### config.mk
export PLATFORM = sky130hd
export DESIGN_NAME = cdb_arbiter_flat
export DESIGN_NICKNAME = d
export VERILOG_FILES = /design/src/rtl/cdb_arbiter_if.sv /design/src/rtl/cdb_arbiter.sv /design/src/flat_wrapper.sv
export SDC_FILE = /design/constraint.sdc
export NUM_CORES = 1
export LEC_CHECK = 0
export CAP_MARGIN = 20
export CORE_ASPECT_RATIO = 0.9
export CORE_MARGIN = 8
export CORE_UTILIZATION = 35
export CTS_CLUSTER_DIAMETER = 50
export DETAILED_ROUTE_END_ITERATION = 8
export GPL_ROUTABILITY_DRIVEN = 1
export PLACE_DENSITY = 0.84
export SLEW_MARGIN = 30
export SYNTH_ARGS = -nofsm -noshare
export SYNTH_HDL_FRONTEND = slang
export SYNTH_SLANG_ARGS = --single-unit
### constraint.sdc
create_clock -name clk -period 2.3 [get_ports clk]
set_input_delay 0.345 -clock clk [delete_from_list [all_inputs] [get_ports clk]]
set_output_delay 0.345 -clock clk [all_outputs]
set_load 0.02 [all_outputs]
### src/rtl/cdb_arbiter_if.sv
// rtl/cdb_arbiter_if.sv - common data bus requester/broadcast interface
interface cdb_arbiter_if #(
  parameter int N  = 4,
  parameter int DW = 32,
  parameter int LW = 4
);
  logic [N-1:0]    require;
  logic [N*DW-1:0] dataIn;
  logic [N*LW-1:0] labelIn;
  logic [N-1:0]    accept;
  logic            BCEN;
  logic [DW-1:0]   BCdata;
  logic [LW-1:0]   BClabel;
  logic            err;

  modport master (
    output require, dataIn, labelIn,
    input  accept, BCEN, BCdata, BClabel, err
  );

  modport slave (
    input  require, dataIn, labelIn,
    output accept, BCEN, BCdata, BClabel, err
  );
endinterface

### src/rtl/cdb_arbiter.sv
// rtl/cdb_arbiter.sv - round-robin CDB arbiter with registered broadcast
module cdb_arbiter #(
  parameter int N  = 4,
  parameter int DW = 32,
  parameter int LW = 4
) (
  input  logic          clk,
  input  logic          rst,
  cdb_arbiter_if.slave  bus
);
  localparam int PW = (N > 1) ? $clog2(N) : 1;

  logic [PW-1:0] ptr;
  logic [PW-1:0] grant_idx;
  logic [PW-1:0] ptr_next;
  logic          found;
  logic [LW-1:0] win_label;
  logic [DW-1:0] win_data;
  logic          dup_tag;
  logic          zero_tag;

  // Scan from ptr with wrap-around; first set require wins.
  always_comb begin
    int idx;
    idx       = 0;
    found     = 1'b0;
    grant_idx = '0;
    for (int k = 0; k < N; k++) begin
      idx = int'(ptr) + k;
      if (idx >= N) idx = idx - N;
      if (!found && bus.require[idx]) begin
        found     = 1'b1;
        grant_idx = PW'(idx);
      end
    end
  end

  always_comb begin
    bus.accept = '0;
    if (found && !rst) bus.accept[grant_idx] = 1'b1;
  end

  assign win_label = bus.labelIn[int'(grant_idx)*LW +: LW];
  assign win_data  = bus.dataIn[int'(grant_idx)*DW +: DW];
  assign zero_tag  = found && (win_label == '0);
  assign ptr_next  = (grant_idx == PW'(N-1)) ? '0 : grant_idx + PW'(1);

  // Two live results claiming the same producer tag is a protocol fault.
  always_comb begin
    dup_tag = 1'b0;
    for (int i = 0; i < N; i++) begin
      for (int j = i + 1; j < N; j++) begin
        if (bus.require[i] && bus.require[j] &&
            bus.labelIn[i*LW +: LW] != '0 &&
            bus.labelIn[i*LW +: LW] == bus.labelIn[j*LW +: LW])
          dup_tag = 1'b1;
      end
    end
  end

  always_ff @(posedge clk or posedge rst) begin
    if (rst) begin
      ptr         <= '0;
      bus.BCEN    <= 1'b0;
      bus.BCdata  <= '0;
      bus.BClabel <= '0;
      bus.err     <= 1'b0;
    end else begin
      bus.BCEN <= found && !zero_tag;
      if (found && !zero_tag) begin
        bus.BCdata  <= win_data;
        bus.BClabel <= win_label;
      end
      if (found) ptr <= ptr_next;
      if (zero_tag || dup_tag) bus.err <= 1'b1;
    end
  end
endmodule

### src/flat_wrapper.sv
// flat-port wrapper written by rule: the top's interface ports become plain ports
module cdb_arbiter_flat 
#(
  parameter int N  = 4,
  parameter int DW = 32,
  parameter int LW = 4
)
  (clk, rst, bus_require, bus_dataIn, bus_labelIn, bus_accept, bus_BCEN, bus_BCdata, bus_BClabel, bus_err);
  cdb_arbiter_if #(.N(N), .DW(DW), .LW(LW)) bus_i ();
  input  logic clk;
  input  logic rst;
  input wire logic [$bits(bus_i.require)-1:0] bus_require;
  input wire logic [$bits(bus_i.dataIn)-1:0] bus_dataIn;
  input wire logic [$bits(bus_i.labelIn)-1:0] bus_labelIn;
  output wire logic [$bits(bus_i.accept)-1:0] bus_accept;
  output wire logic [$bits(bus_i.BCEN)-1:0] bus_BCEN;
  output wire logic [$bits(bus_i.BCdata)-1:0] bus_BCdata;
  output wire logic [$bits(bus_i.BClabel)-1:0] bus_BClabel;
  output wire logic [$bits(bus_i.err)-1:0] bus_err;
  assign bus_i.require = bus_require;
  assign bus_i.dataIn = bus_dataIn;
  assign bus_i.labelIn = bus_labelIn;
  assign bus_accept = bus_i.accept;
  assign bus_BCEN = bus_i.BCEN;
  assign bus_BCdata = bus_i.BCdata;
  assign bus_BClabel = bus_i.BClabel;
  assign bus_err = bus_i.err;
  cdb_arbiter #(.N(N), .DW(DW), .LW(LW)) u_core (.clk(clk), .rst(rst), .bus(bus_i));
endmodule
# Word-level counts from Yosys, hierarchy flattened

Cells that the tools add are included.

Add/sub/neg operators: 8
Magnitude comparators: 10
Equality and inequality tests: 7
Shifts and indexed selects: 2
Multiplexer cells: 34
Reductions and logical operators: 35

Operators with widths:

| kind                  | number |
|---|---|
| $lt 32x4->1 const B   | 4 |
| $mux 32               | 4 |
| $shiftx 128x8->32     | 1 |
| $ge 32x4->1 const B   | 3 |
| $sub 32x4->32 const B | 3 |
| $logic_and 1x1->1     | 25 |
| $eq 4x4->1            | 6 |
| $mux 1                | 19 |
| $shiftx 16x5->4       | 1 |
| $reduce_bool 4->1     | 3 |
| $mux 2                | 5 |
| $bmux 1 s2            | 4 |
| $add 2x2->3 const B   | 2 |
| $logic_not 1->1       | 5 |
| $logic_not 4->1       | 1 |
| $mux 4                | 1 |
| $sub 2x3->4 const B   | 1 |
| $add 2x1->3 const B   | 1 |
| $ge 2x3->1 const B    | 1 |
| $lt 2x3->1 const B    | 1 |
| $add 2x1->2 const B   | 1 |
| $demux 1 s2           | 1 |
| $eq 2x2->1 const B    | 1 |
| $ge 2x1->1 const B    | 1 |
| $logic_or 1x1->1      | 1 |

Register bits after elaboration: 40
Input port bits: 150
Output and inout bits: 42
Word-level logic and storage cells: 101

# Logic depth before layout (Yosys ltp)

Depth after elaboration: 20
Gate-level depth with buffers: 11
Mapped depth without buffers: 8

# Worst setup path after synthesis

Ideal clock, no wire load.

Path type: register to register
From: register u_core.ptr[1]
To: register u_core.bus.BCdata[0]
Setup time: 0.125 ns
Arrival: 2.380 ns
Data required time: 2.175 ns
Path slack: -0.206 ns
Cell stages (with the launch flop): 9
Buffers on the path: 2
Period minus slack after synthesis: 2.506 ns
Cell sequence: dfrtp_1 > mux2i_1 > nor2_1 > nor3_1 > buf_2 > mux2_2 > a41oi_4 > buf_6 > mux2_4

Word-level cells in the longest chain between the ends: 20
Elaborated cells on any way between the ends: 47
Those cells by class: 7 x add/sub; 4 x order compare; 2 x shift; 24 x mux; 10 x reduce/logical

RTL lines:

| element                                                                | RTL line             | source |
|---|---|---|
| start, declared                                                        | cdb_arbiter.sv:13    | `logic [PW-1:0] ptr;` |
| start signal, assigned                                                 | cdb_arbiter.sv:74    | `if (found) ptr <= ptr_next;` |
| parallel branches: the longest is 20 deep, another holds $sub 32x4->32 | n/a                  |  |
| end signal, assigned                                                   | cdb_arbiter.sv:71    | `bus.BCdata <= win_data;` |
| end, declared                                                          | cdb_arbiter_if.sv:23 | `output accept, BCEN, BCdata, BClabel, err` |

Parallel ways; which one is timed is not known. The select of a mux whose other input is x is not followed.
A chain may end at the register's enable or synchronous reset.

# Worst setup path in the final report

From: register u_core.ptr[1]
To: register u_core.bus.BCdata[21]

Same word-level chain as after synthesis.

==> results.cfg <==
[synthesis]
yosys_warnings = 0
ys_seq_area_share_pct = 31.1
ys_top_cells_by_area = dfrtp_1 (31%), nand2_1 (15%), mux2_4 (12%), a31oi_1 (6.2%), and3_1 (6.2%)
synthTopCellsByCount = nand2_1 (130), dfrtp_1 (40), a31oi_1 (32), and3_1 (32), mux2_4 (25)
async_flop_share_pct = 100
synth_top_area_share_pct = 31.1
synth.cell_area_um2 = 3220
yosysUniqueCellTypes = 37
ys_seq_elements = 40
synth-edff-count = 0
synth_most_common_cell = nand2_1
avgSynthCellArea_um2 = 8.21
synth_ff_type = dfrtp_1
synth_top_area_cell = dfrtp_1
synth_nets = 546
synthCells = 392

[floorplanning]
dieArea_um2 = 12500
die_w_um = 117
start_util_pct = 35.6
die_h_um = 107
placementRows = 33
boundaryPins = 192
core_area_um2 = 9040

[run_status]
violations = negative setup slack
run_status = complete, but fails checks

[cells_and_area]
nFillCells = 716
area_delta_synth_final_pct = 86.3
drive_gt1_share_pct = 20.8
nNetsFinal = 774
diodes = 0
stdcell_area_um2 = 5990
fin_util_pct = 66.3

[timing]
fin_skew_ns = 0.00129
final-hold-violation-count = 0
slew_violations = 0
fmax_mhz = 390
setup_slack_ns = -0.264
setup_viol_count_final = 41
post-route-period-util_pct = 111
max_slew_margin_pct = 71.0
rsz0062_at_grt = true
holdWs_ns = 0.425
max_slew.worst_pin.slew_ns = 0.432
min_period_ns = 2.56

[place]
gp_congestion = 0.900
pre_cts_ws_ns = -0.577
placed_cell_area_um2 = 5500
hpwl_mm = 10.0
io_buffers = 191

[worst_setup_path]
arrival_ns = 2.74
critPathLaunch = u_core.ptr[1]$_DFFE_PP0P_
r2r-end = u_core.bus.BCdata[21]$_DFFE_PP0P_
crit_path_max_fanout = 6
required_ns = 2.48
worst_setup_path_end_kind = flip-flop
rr_startpoint = u_core.ptr[1]$_DFFE_PP0P_
critical_path_class = flip-flop to flip-flop
crit_end = u_core.bus.BCdata[21]$_DFFE_PP0P_
start_kind = flip-flop
r2r_cells = 10
r2r_setup_slack_ns = -0.26

[grt]
antenna_found_initial = 0
grt_overflow = 0
grtUsageTotal_pct = 20.0
grt.met2_usage_pct = 35.9
grt_pass1_vias = 3993
groute.layer.met1.usage_pct = 23.0
use_met3_pct = 4.44
grt_start_max_net_pins = 35
grt_busiest_layer = met2
grt_pass1_wl_mm = 20.0

[drt]
first_pass_iters = 4
route.vias.total = 3756
drc = 0
drt-initial-drc-count = 178
via_per_inst = 5.06
ant_nets = 0
wl_mm = 13.3
avgRoutedWirePerCell_um = 17.9

[cts]
cts_buffers = 5
ctsHtreeMaxLevel = 2
ctsHoldBuffers = 0
cts_sinks = 40
clock_path_buffers = 2
tritoncts = yes
clk_latency_ns = 0.28
clkTransAtPathRegs_ns = 0.08
cts-root-buf = clkbuf_8

[pwr]
power_density_nw_per_um2 = 985
ir_drop_uv = 616
p_leak_nw = 2.77

[flow_run]
drv_cap = 0

[hold_path]
hold_class = input port to async pin
worst max-delay path: stages (launching register included):
cell and delay [ns]:
dfrtp_2 0.45, buf_6 0.13, mux2i_2 0.19, nor2_2 0.08, nor3_4 0.24, buf_12 0.16, mux2_4 0.32, a41oi_4 0.26
buf_12 0.17, clkbuf_16 0.15, mux2_4 0.29
metrics by stage:
| stage | setup TNS [ns] | cells | power, mW |
|---|---|---|---|
| finish | -9.65 | 743 | 5.91 |
| global route | -12.41 | 743 | 6.27 |
| CTS | -8.06 | 737 | 5.76 |
| detailed placement | -21.32 | 714 | 4.85 |
| global placement | -19.53 | 714 | 4.78 |
| floorplan | -3.38 | 392 | 3.32 |
sequential cells by signal (all words and copies together), names as in the netlist:
register / cells
u_core.ptr: 2
u_core.bus.BCdata: 32
u_core.bus.BClabel: 4
u_core.bus.BCEN: 1
u_core.bus.err: 1
kinds of logic (layout without fill, tap and decap cells):
| logic type | Yosys count | after routing | share of synthesized area [%] |
|---|---|---|---|
| xor+xnor | 17 | 17 | 4.63 |
| mux | 49 | 49 | 19.6 |
| compound gates | 54 | 54 | 11.7 |
| buf+inv | 45 | 274 | 6.57 |
| fa+ha+maj | 4 | 4 | 1.56 |
| simple gates | 183 | 183 | 24.9 |
| flops | 40 | 40 | 31.1 |
power by group:
group | internal (mW) | switching (mW) | leakage, nW
Clock | 0.327 | 0.266 | 0.0548
Combinational | 2.19 | 1.84 | 2.26
Sequential | 1.05 | 0.230 | 0.457
Total | 3.57 | 2.33 | 2.77
cell type report:
type	count	area (um^2)	area share [%]
repair buffers	253	2550	42.5
multi-input cells	307	2120	35.4
flip-flops and latches	40	1000	16.7
well taps	122	153	2.55
clock buffers	5	68.8	1.15
inverters	13	53.8	0.898
clock inverters	3	46.3	0.772
routing by layer:
layer / part of all wire [%] / wire, um / up-vias
met4: 2.4 / 325 / 0
met2: 50 / 6620 / 138
li1: - / - / 1805
met1: 40 / 5270 / 1791
met3: 8.1 / 1080 / 22
met5: 0 / 0 / -
cells in the final DEF, fill, tap and decap left out, types with 3 or more instances in the layout:
cell and n:
clkdlybuf4s50_1 184, nand2_1 130, buf_4 43, dfrtp_1 39, mux2_4 36, and3_1 32
a31oi_1 32, buf_6 13, mux2i_1 11, xor2_1 11, inv_1 10, xnor2_1 6
buf_12 6, clkbuf_8 5, a21oi_1 4, nor3_1 4, nor2_1 3, nor4_1 3
o22ai_1 3, and2_4 3, ha_4 3
worst min path at each step:
stage	from	to	slack [ns]	cells past startpoint
floorplan	u_core.ptr[0]$_DFFE_PP0P_	u_core.ptr[0]$_DFFE_PP0P_	0.52	2
global placement	u_core.bus.BCdata[21]$_DFFE_PP0P_	u_core.bus.BCdata[21]$_DFFE_PP0P_	0.49	1
detailed placement	u_core.bus.err$_DFFE_PP0P_	u_core.bus.err$_DFFE_PP0P_	0.49	2
CTS	rst	u_core.bus.BCdata[11]$_DFFE_PP0P_	0.44	2
global route	rst	u_core.ptr[0]$_DFFE_PP0P_	0.45	2
finish	rst	u_core.ptr[1]$_DFFE_PP0P_	0.43	2
repair_timing:
action / in CTS / in global routing
buffers inserted: 12 / 8
gates resized for setup: 37 / 28
endpoints found under the setup margin: 40 / 41
pin swaps: 4 / 9
gates cloned: 3 / 1
(Power assumes the default switching activity.)
